==> config.mk <==
export PLATFORM = sky130hd
export DESIGN_NAME = motor_ramp_driver
export DESIGN_NICKNAME = d
export VERILOG_FILES = /design/src/rtl/motor_ramp_driver.sv
export SDC_FILE = /design/constraint.sdc
export NUM_CORES = 1
export LEC_CHECK = 0
export BUFFER_PORTS_ARGS = -buffer_cell sky130_fd_sc_hd__buf_2
export CORE_ASPECT_RATIO = 0.6
export CORE_MARGIN = 4
export CORE_UTILIZATION = 50
export DETAILED_ROUTE_END_ITERATION = 8
export GPL_ROUTABILITY_DRIVEN = 0
export PLACE_DENSITY_LB_ADDON = 0.2
export SLEW_MARGIN = 0
export SYNTH_ARGS = -nofsm -noshare
export SYNTH_HDL_FRONTEND = slang
export SYNTH_SLANG_ARGS = --single-unit
==> constraint.sdc <==
create_clock -name clk -period 10.9 [get_ports clk]
set_input_delay 2.18 -clock clk [delete_from_list [all_inputs] [get_ports clk]]
set_output_delay 2.18 -clock clk [all_outputs]
set_load 0.005 [all_outputs]
==> src/rtl/motor_ramp_driver.sv <==
// motor_ramp_driver
//   Per-wheel motor stage that follows the car's top-level FSM. The 5-bit FSM
//   state code selects a target duty and direction for each wheel. Duty slews
//   toward that target in bounded steps on a slow ramp tick. A wheel that has
//   to reverse first ramps to zero, then coasts for a dead time, then re-drives.
//   PWM and H-bridge pins are registered, so they do not glitch.
//
// Ports
//   clk       in   system clock
//   rst       in   asynchronous, active-high reset
//   mode      in   [4:0] FSM state code (31 = ERROR, forces an immediate stop)
//   pwm       out  [1:0] {left_pwm, right_pwm}
//   l_IN      out  [1:0] left bridge pins: FWD=10, REV=01, coast=00
//   r_IN      out  [1:0] right bridge pins, same encoding
//   at_speed  out  both wheels settled on their target (one cycle latency)

// motor_ramp_wheel
//   Ramp, reversal FSM, applied-duty latch and PWM/pin registers for one wheel.
// Ports
//   clk, rst     clock / async active-high reset
//   err_i        ERROR override: zero duty, PWM and pins on the next edge
//   tick_i       one-cycle ramp tick
//   pwm_cnt_i    shared PWM period counter
//   tgt_duty_i   target duty from the mode table
//   tgt_rev_i    desired direction (1 = reverse)
//   pwm_o        registered PWM output
//   pins_o       registered bridge pins
//   at_tgt_o     wheel settled (RUN, direction, duty and applied duty match)
module motor_ramp_wheel #(
    parameter int PWM_PERIOD  = 1024,
    parameter int DUTY_W      = 11,
    parameter int RAMP_STEP   = 32,
    parameter int DEAD_CYCLES = 50000
) (
    input  logic              clk,
    input  logic              rst,
    input  logic              err_i,
    input  logic              tick_i,
    input  logic [DUTY_W-1:0] pwm_cnt_i,
    input  logic [DUTY_W-1:0] tgt_duty_i,
    input  logic              tgt_rev_i,
    output logic              pwm_o,
    output logic [1:0]        pins_o,
    output logic              at_tgt_o
);
    localparam int                DCW       = (DEAD_CYCLES > 1) ? $clog2(DEAD_CYCLES) : 1;
    localparam logic [DCW-1:0]    DEAD_LOAD = DCW'(DEAD_CYCLES - 1);
    localparam logic [DUTY_W-1:0] STEP      = DUTY_W'(RAMP_STEP);

    typedef enum logic [1:0] {RUN, DECEL, DEAD} wstate_t;

    wstate_t           state_q, state_d;
    logic              dir_q, dir_d;          // 1 = reverse
    logic [DUTY_W-1:0] duty_q, duty_d;
    logic [DUTY_W-1:0] applied_q, applied_d;
    logic [DCW-1:0]    dead_q, dead_d;
    logic              pwm_q, pwm_d;
    logic [1:0]        pins_q, pins_d;
    logic [DUTY_W-1:0] eff;

    always_ff @(posedge clk or posedge rst) begin
        if (rst) begin
            state_q   <= RUN;
            dir_q     <= 1'b0;
            duty_q    <= '0;
            applied_q <= '0;
            dead_q    <= '0;
            pwm_q     <= 1'b0;
            pins_q    <= 2'b00;
        end else begin
            state_q   <= state_d;
            dir_q     <= dir_d;
            duty_q    <= duty_d;
            applied_q <= applied_d;
            dead_q    <= dead_d;
            pwm_q     <= pwm_d;
            pins_q    <= pins_d;
        end
    end

    always_comb begin
        state_d   = state_q;
        dir_d     = dir_q;
        duty_d    = duty_q;
        applied_d = applied_q;
        dead_d    = dead_q;
        pwm_d     = 1'b0;
        pins_d    = 2'b00;
        eff       = '0;
        if (err_i) begin
            // Hard stop: skip the ramp and the period boundary, keep direction.
            duty_d    = '0;
            applied_d = '0;
            state_d   = RUN;
        end else begin
            // Never accelerate while the wheel still points the wrong way.
            if (state_q != DEAD && tgt_rev_i == dir_q) eff = tgt_duty_i;

            if (tick_i) begin
                if (duty_q < eff)
                    duty_d = (eff - duty_q > STEP) ? duty_q + STEP : eff;
                else if (duty_q > eff)
                    duty_d = (duty_q - eff > STEP) ? duty_q - STEP : eff;
            end

            case (state_q)
                RUN: begin
                    if (tgt_rev_i != dir_q) begin
                        if (duty_q != '0) begin
                            state_d = DECEL;
                        end else begin
                            state_d = DEAD;
                            dead_d  = DEAD_LOAD;
                        end
                    end
                end
                DECEL: begin
                    if (tgt_rev_i == dir_q) begin
                        state_d = RUN;
                    end else if (duty_q == '0) begin
                        state_d = DEAD;
                        dead_d  = DEAD_LOAD;
                    end
                end
                DEAD: begin
                    if (dead_q == '0) begin
                        state_d = RUN;
                        dir_d   = tgt_rev_i;
                    end else begin
                        dead_d = dead_q - DCW'(1);
                    end
                end
                default: state_d = RUN;
            endcase

            // Latch at the period start so a period never sees a width change.
            if (pwm_cnt_i == '0) applied_d = duty_q;
            pwm_d = (pwm_cnt_i < applied_d);

            if (state_d == DEAD || (state_d == RUN && applied_d == '0 && tgt_duty_i == '0))
                pins_d = 2'b00;
            else
                pins_d = dir_d ? 2'b01 : 2'b10;
        end
    end

    assign pwm_o    = pwm_q;
    assign pins_o   = pins_q;
    assign at_tgt_o = (state_q == RUN) && (dir_q == tgt_rev_i) &&
                      (duty_q == tgt_duty_i) && (applied_q == duty_q);
endmodule

module motor_ramp_driver #(
    parameter int PWM_PERIOD  = 1024,
    parameter int DUTY_W      = 11,
    parameter int DUTY_FAST   = 768,
    parameter int DUTY_SLOW   = 384,
    parameter int DUTY_TURN   = 640,
    parameter int RAMP_STEP   = 32,
    parameter int RAMP_TICKS  = 100000,
    parameter int DEAD_CYCLES = 50000
) (
    input  logic       clk,
    input  logic       rst,
    input  logic [4:0] mode,
    output logic [1:0] pwm,
    output logic [1:0] l_IN,
    output logic [1:0] r_IN,
    output logic       at_speed
);
    localparam int                TW    = (RAMP_TICKS > 1) ? $clog2(RAMP_TICKS) : 1;
    localparam logic [DUTY_W-1:0] FAST  = DUTY_W'(DUTY_FAST);
    localparam logic [DUTY_W-1:0] SLOW  = DUTY_W'(DUTY_SLOW);
    localparam logic [DUTY_W-1:0] TURN  = DUTY_W'(DUTY_TURN);
    localparam logic [DUTY_W-1:0] P_MAX = DUTY_W'(PWM_PERIOD - 1);
    localparam logic [TW-1:0]     T_MAX = TW'(RAMP_TICKS - 1);

    logic [TW-1:0]          tick_q;
    logic [DUTY_W-1:0]      pwm_cnt_q;
    logic                   at_speed_q;
    logic                   tick, err;
    // Index 1 = left wheel, 0 = right wheel, matching pwm = {left, right}.
    logic [1:0][DUTY_W-1:0] tgt_duty;
    logic [1:0]             tgt_rev;
    logic [1:0]             wheel_pwm;
    logic [1:0][1:0]        wheel_pins;
    logic [1:0]             wheel_at;

    assign tick = (tick_q == T_MAX);
    assign err  = (mode == 5'd31);

    // Free-running timers; mode changes never disturb them.
    always_ff @(posedge clk or posedge rst) begin
        if (rst) begin
            tick_q     <= '0;
            pwm_cnt_q  <= '0;
            at_speed_q <= 1'b0;
        end else begin
            tick_q     <= tick ? '0 : tick_q + TW'(1);
            pwm_cnt_q  <= (pwm_cnt_q == P_MAX) ? '0 : pwm_cnt_q + DUTY_W'(1);
            at_speed_q <= &wheel_at;
        end
    end

    always_comb begin
        tgt_duty = '0;
        tgt_rev  = 2'b00;
        case (mode)
            5'd3, 5'd4: tgt_duty = {FAST, FAST};
            5'd5: begin tgt_duty = {TURN, TURN}; tgt_rev = 2'b10; end
            5'd6: begin tgt_duty = {TURN, TURN}; tgt_rev = 2'b01; end
            5'd7: begin tgt_duty = {SLOW, SLOW}; tgt_rev = 2'b11; end
            5'd8: tgt_duty = {SLOW, FAST};
            5'd9: tgt_duty = {FAST, SLOW};
            default: ;
        endcase
    end

    for (genvar w = 0; w < 2; w++) begin : g_wheel
        motor_ramp_wheel #(
            .PWM_PERIOD (PWM_PERIOD),
            .DUTY_W     (DUTY_W),
            .RAMP_STEP  (RAMP_STEP),
            .DEAD_CYCLES(DEAD_CYCLES)
        ) u_wheel (
            .clk       (clk),
            .rst       (rst),
            .err_i     (err),
            .tick_i    (tick),
            .pwm_cnt_i (pwm_cnt_q),
            .tgt_duty_i(tgt_duty[w]),
            .tgt_rev_i (tgt_rev[w]),
            .pwm_o     (wheel_pwm[w]),
            .pins_o    (wheel_pins[w]),
            .at_tgt_o  (wheel_at[w])
        );
    end

    assign pwm      = wheel_pwm;
    assign l_IN     = wheel_pins[1];
    assign r_IN     = wheel_pins[0];
    assign at_speed = at_speed_q;
endmodule

==> results.cfg <==
[floorplanning]
start_util_pct = 51.15
die_area_sq_um = 16000
die_h_microns = 99.59
coreArea_sq_um = 13670
io_pins = 14
die_w_microns = 160.7
placementRows = 33

[critical_path]
cp_data_arrival_time_ns = 5.64
worstSetupEndpointType = register
r2r_slack_ns = 7.30
critPathKind = input pin to register
required_ns = 11.17
start_kind = input pin
crit_fanout = 9

[drt]
drt_wl_total_microns = 16490
drcViolationCount = 0
num_vias = 5771
first_pass_iters = 5
ant_nets = 0
post_drt_via_cell_ratio = 5.823
drt_iter0_drc = 564
wl_per_cell_microns = 16.64

[power_and_ir_drop]
seqPwrFrac_pct = 44.9
p_int_uw = 710.6
power_uw = 1069
p_comb_share_pct = 23.3
clockPowerShare_pct = 31.7
p_leak_uw = 0.003325
power_density_nw_per_um2 = 142.7
switching_power_uw = 358.0
swShare_pct = 33.50
max-vdd-ir-drop_uv = 81.74

[clock_tree]
clk_latency_ns = 0.36
cts_buffer_depth = 2
cts_tree = done
cts_hold_buf = 0
root_buffer = clkbuf_16
path_clk_slew_ns = 0.08
cts_setup_buffers = 0
htree_num_levels = 3
clock_sinks = 107
cts.repair.resized = 0
cts_made_buffers = 9

[run]
max-cap-violations = 0

[synth]
seq_area_frac_synth_pct = 38.30
synth_flop_cell = dfrtp_1
synth-simple-area-share_pct = 26.22
synth_edf_count = 0
synth_compound_area_share_pct = 13.17
avgSynthCellArea_sq_um = 8.738
synth_top_family_by_area = simple AND/OR/NAND/NOR gates
syn_inst = 800
synth_cell_types = 72
synthArstFlopShare_pct = 100.0
ys_ff_latch = 107
synth_adder_area_share_pct = 7.911
synthesis.area_sq_um = 6990
yosys.area_share.xor_xnor_pct = 8.251
muxShareOfSynthArea_pct = 2.023
syn-num-nets = 850
yosysWarningCount = 0

[layout]
final_area_sq_um = 7488
fin_nets = 844
fill_cells = 1256
n_antenna_cell = 0
syn_to_final_growth_pct = 7.124
final_cells = 991
drive_gt1_share_pct = 6.383
most-common-layout-cells = 107 x dfrtp_1, 98 x nor2_1, 76 x nand2_1, 47 x a21oi_1, 41 x ha_1
final_common_cell = dfrtp_1

[global_routing]
grt.total_usage_pct = 21.24
grt_pass1_wl_microns = 27810
overflow = 0
grt_max_degree = 71
antenna_found_initial = 0
grt_pass1_vias = 5453

[timing]
period_minus_slack_ns = 5.365
drv_slew = 0
worst_slew_pin_slew_ns = 1.200
max-slew-margin-rel_pct = 20.01
fin_crit_sh_pct = 49.22
fmax_ghz = 0.1864
report.final.hold_viol_count = 0
rsz0062_at_grt = no
setup_viol = 0
tns_ns = 0
skew_ns = 0.009631

[placed_design]
io_buffers = 13
post-dp-hpwl_microns = 12060
place_area_sq_um = 7178
dp.cells = 975

[outcome]
status = finished, final reports clean

[min_path]
hold_class = register to register
critical path, stage by stage:
cell,delay (ns)
buf_2,0.16
nor2b_1,0.20
nand3b_1,0.12
a21oi_1,0.37
nand3_1,0.20
inv_1,0.13
ha_1,0.32
nor2b_1,0.18
nor3_1,0.52
or4_1,0.26
and3_1,0.28
nor2b_1,0.38
o21ai_0,0.15
o21ai_0,0.18
cell families after synthesis:
family / after synthesis
simple gates: 357
compound gates: 145
mux: 14
flops: 107
buf+inv: 69
xor+xnor: 65
fa+ha+maj: 43
cells in the mapped netlist (all sizes together), types with 8 or more instances:
master,instances,area share (%)
or3,11,0.98
nor2,98,5.3
xnor2,35,4.5
nand3,36,2.6
nand2,76,4.1
nor2b,14,1.3
a21oi,50,3.7
nor3,23,1.6
nand4,13,1.2
and3,20,1.8
dfrtp,107,38
buf,12,1.1
clkbuf,23,1.2
o21ai,34,2.4
nor4,15,1.5
mux2i,13,1.9
a21o,8,0.86
inv,33,1.8
xor2,30,3.8
ha,41,7.3
per-stage QoR:
stage / utilization [%] / hold WS (ns) / setup WS [ns]
finish: 54.79 / 0.4678 / 5.535
CTS: 54.79 / 0.4708 / 5.634
global route: 54.79 / 0.5052 / 5.294
floorplan: - / 0.4346 / 5.857
detailed placement: 52.52 / 0.4606 / 5.269
global placement: 52.52 / 0.4606 / 5.456
area by class of cell:
class                   instances  area (sq um)  share of cell area [%]
clock inverters                 7         85.08                   1.136
flip-flops and latches        107          2678                   35.76
clock buffers                   9         225.2                   3.008
multi-input cells             624          4028                   53.78
repair buffers                 18         102.6                   1.370
inverters                      34         130.1                   1.738
well taps                     192         240.2                   3.208
layer usage:
metal	wire, microns	part of all wire [%]	GRT usage (%)
met5	0	0	0
met4	262	1.6	5.618
met3	1074	6.5	4.472
met2	6789	41	30.57
met1	8361	51	32.34
sequential cells by signal, summed over array words and instances, names as in the netlist, 4 cells and up:
name	cells
g_wheel.u_wheel.dead_q	32
g_wheel.u_wheel.applied_q	22
tick_q	17
g_wheel.u_wheel.duty_q	12
pwm_cnt_q	11
g_wheel.u_wheel.pins_o	4
g_wheel.u_wheel.state_q	4
power groups by stage:
stage                     clock network (uW)  logic, uW  registers [uW]
after CTS                                349        249             478
after global placement                     0        239             484
after global routing                     367        280             486
final                                    339        249             480
after floorplan                            0        197             475
after detailed placement                   0        248             485
worst paths after layout:
kind                                                                   to                                      from  depth (start not counted)
worst min-delay path             g_wheel[1].u_wheel.dead_q[9]$_DFFE_PP0P_  g_wheel[1].u_wheel.dead_q[9]$_DFFE_PP0P_                          1
max in group asynchronous                             tick_q[8]$_DFF_PP0_                                       rst                          3
worst max register to register   g_wheel[1].u_wheel.duty_q[5]$_DFFE_PP0P_   g_wheel[1].u_wheel.state_q[0]$_DFF_PP0_                         12
worst min register to register   g_wheel[1].u_wheel.dead_q[9]$_DFFE_PP0P_  g_wheel[1].u_wheel.dead_q[9]$_DFFE_PP0P_                          1
min in group asynchronous       g_wheel[1].u_wheel.dead_q[10]$_DFFE_PP0P_                                       rst                          2
worst max-delay path             g_wheel[1].u_wheel.duty_q[5]$_DFFE_PP0P_                                   mode[3]                         14
(Power assumes the default switching activity.)
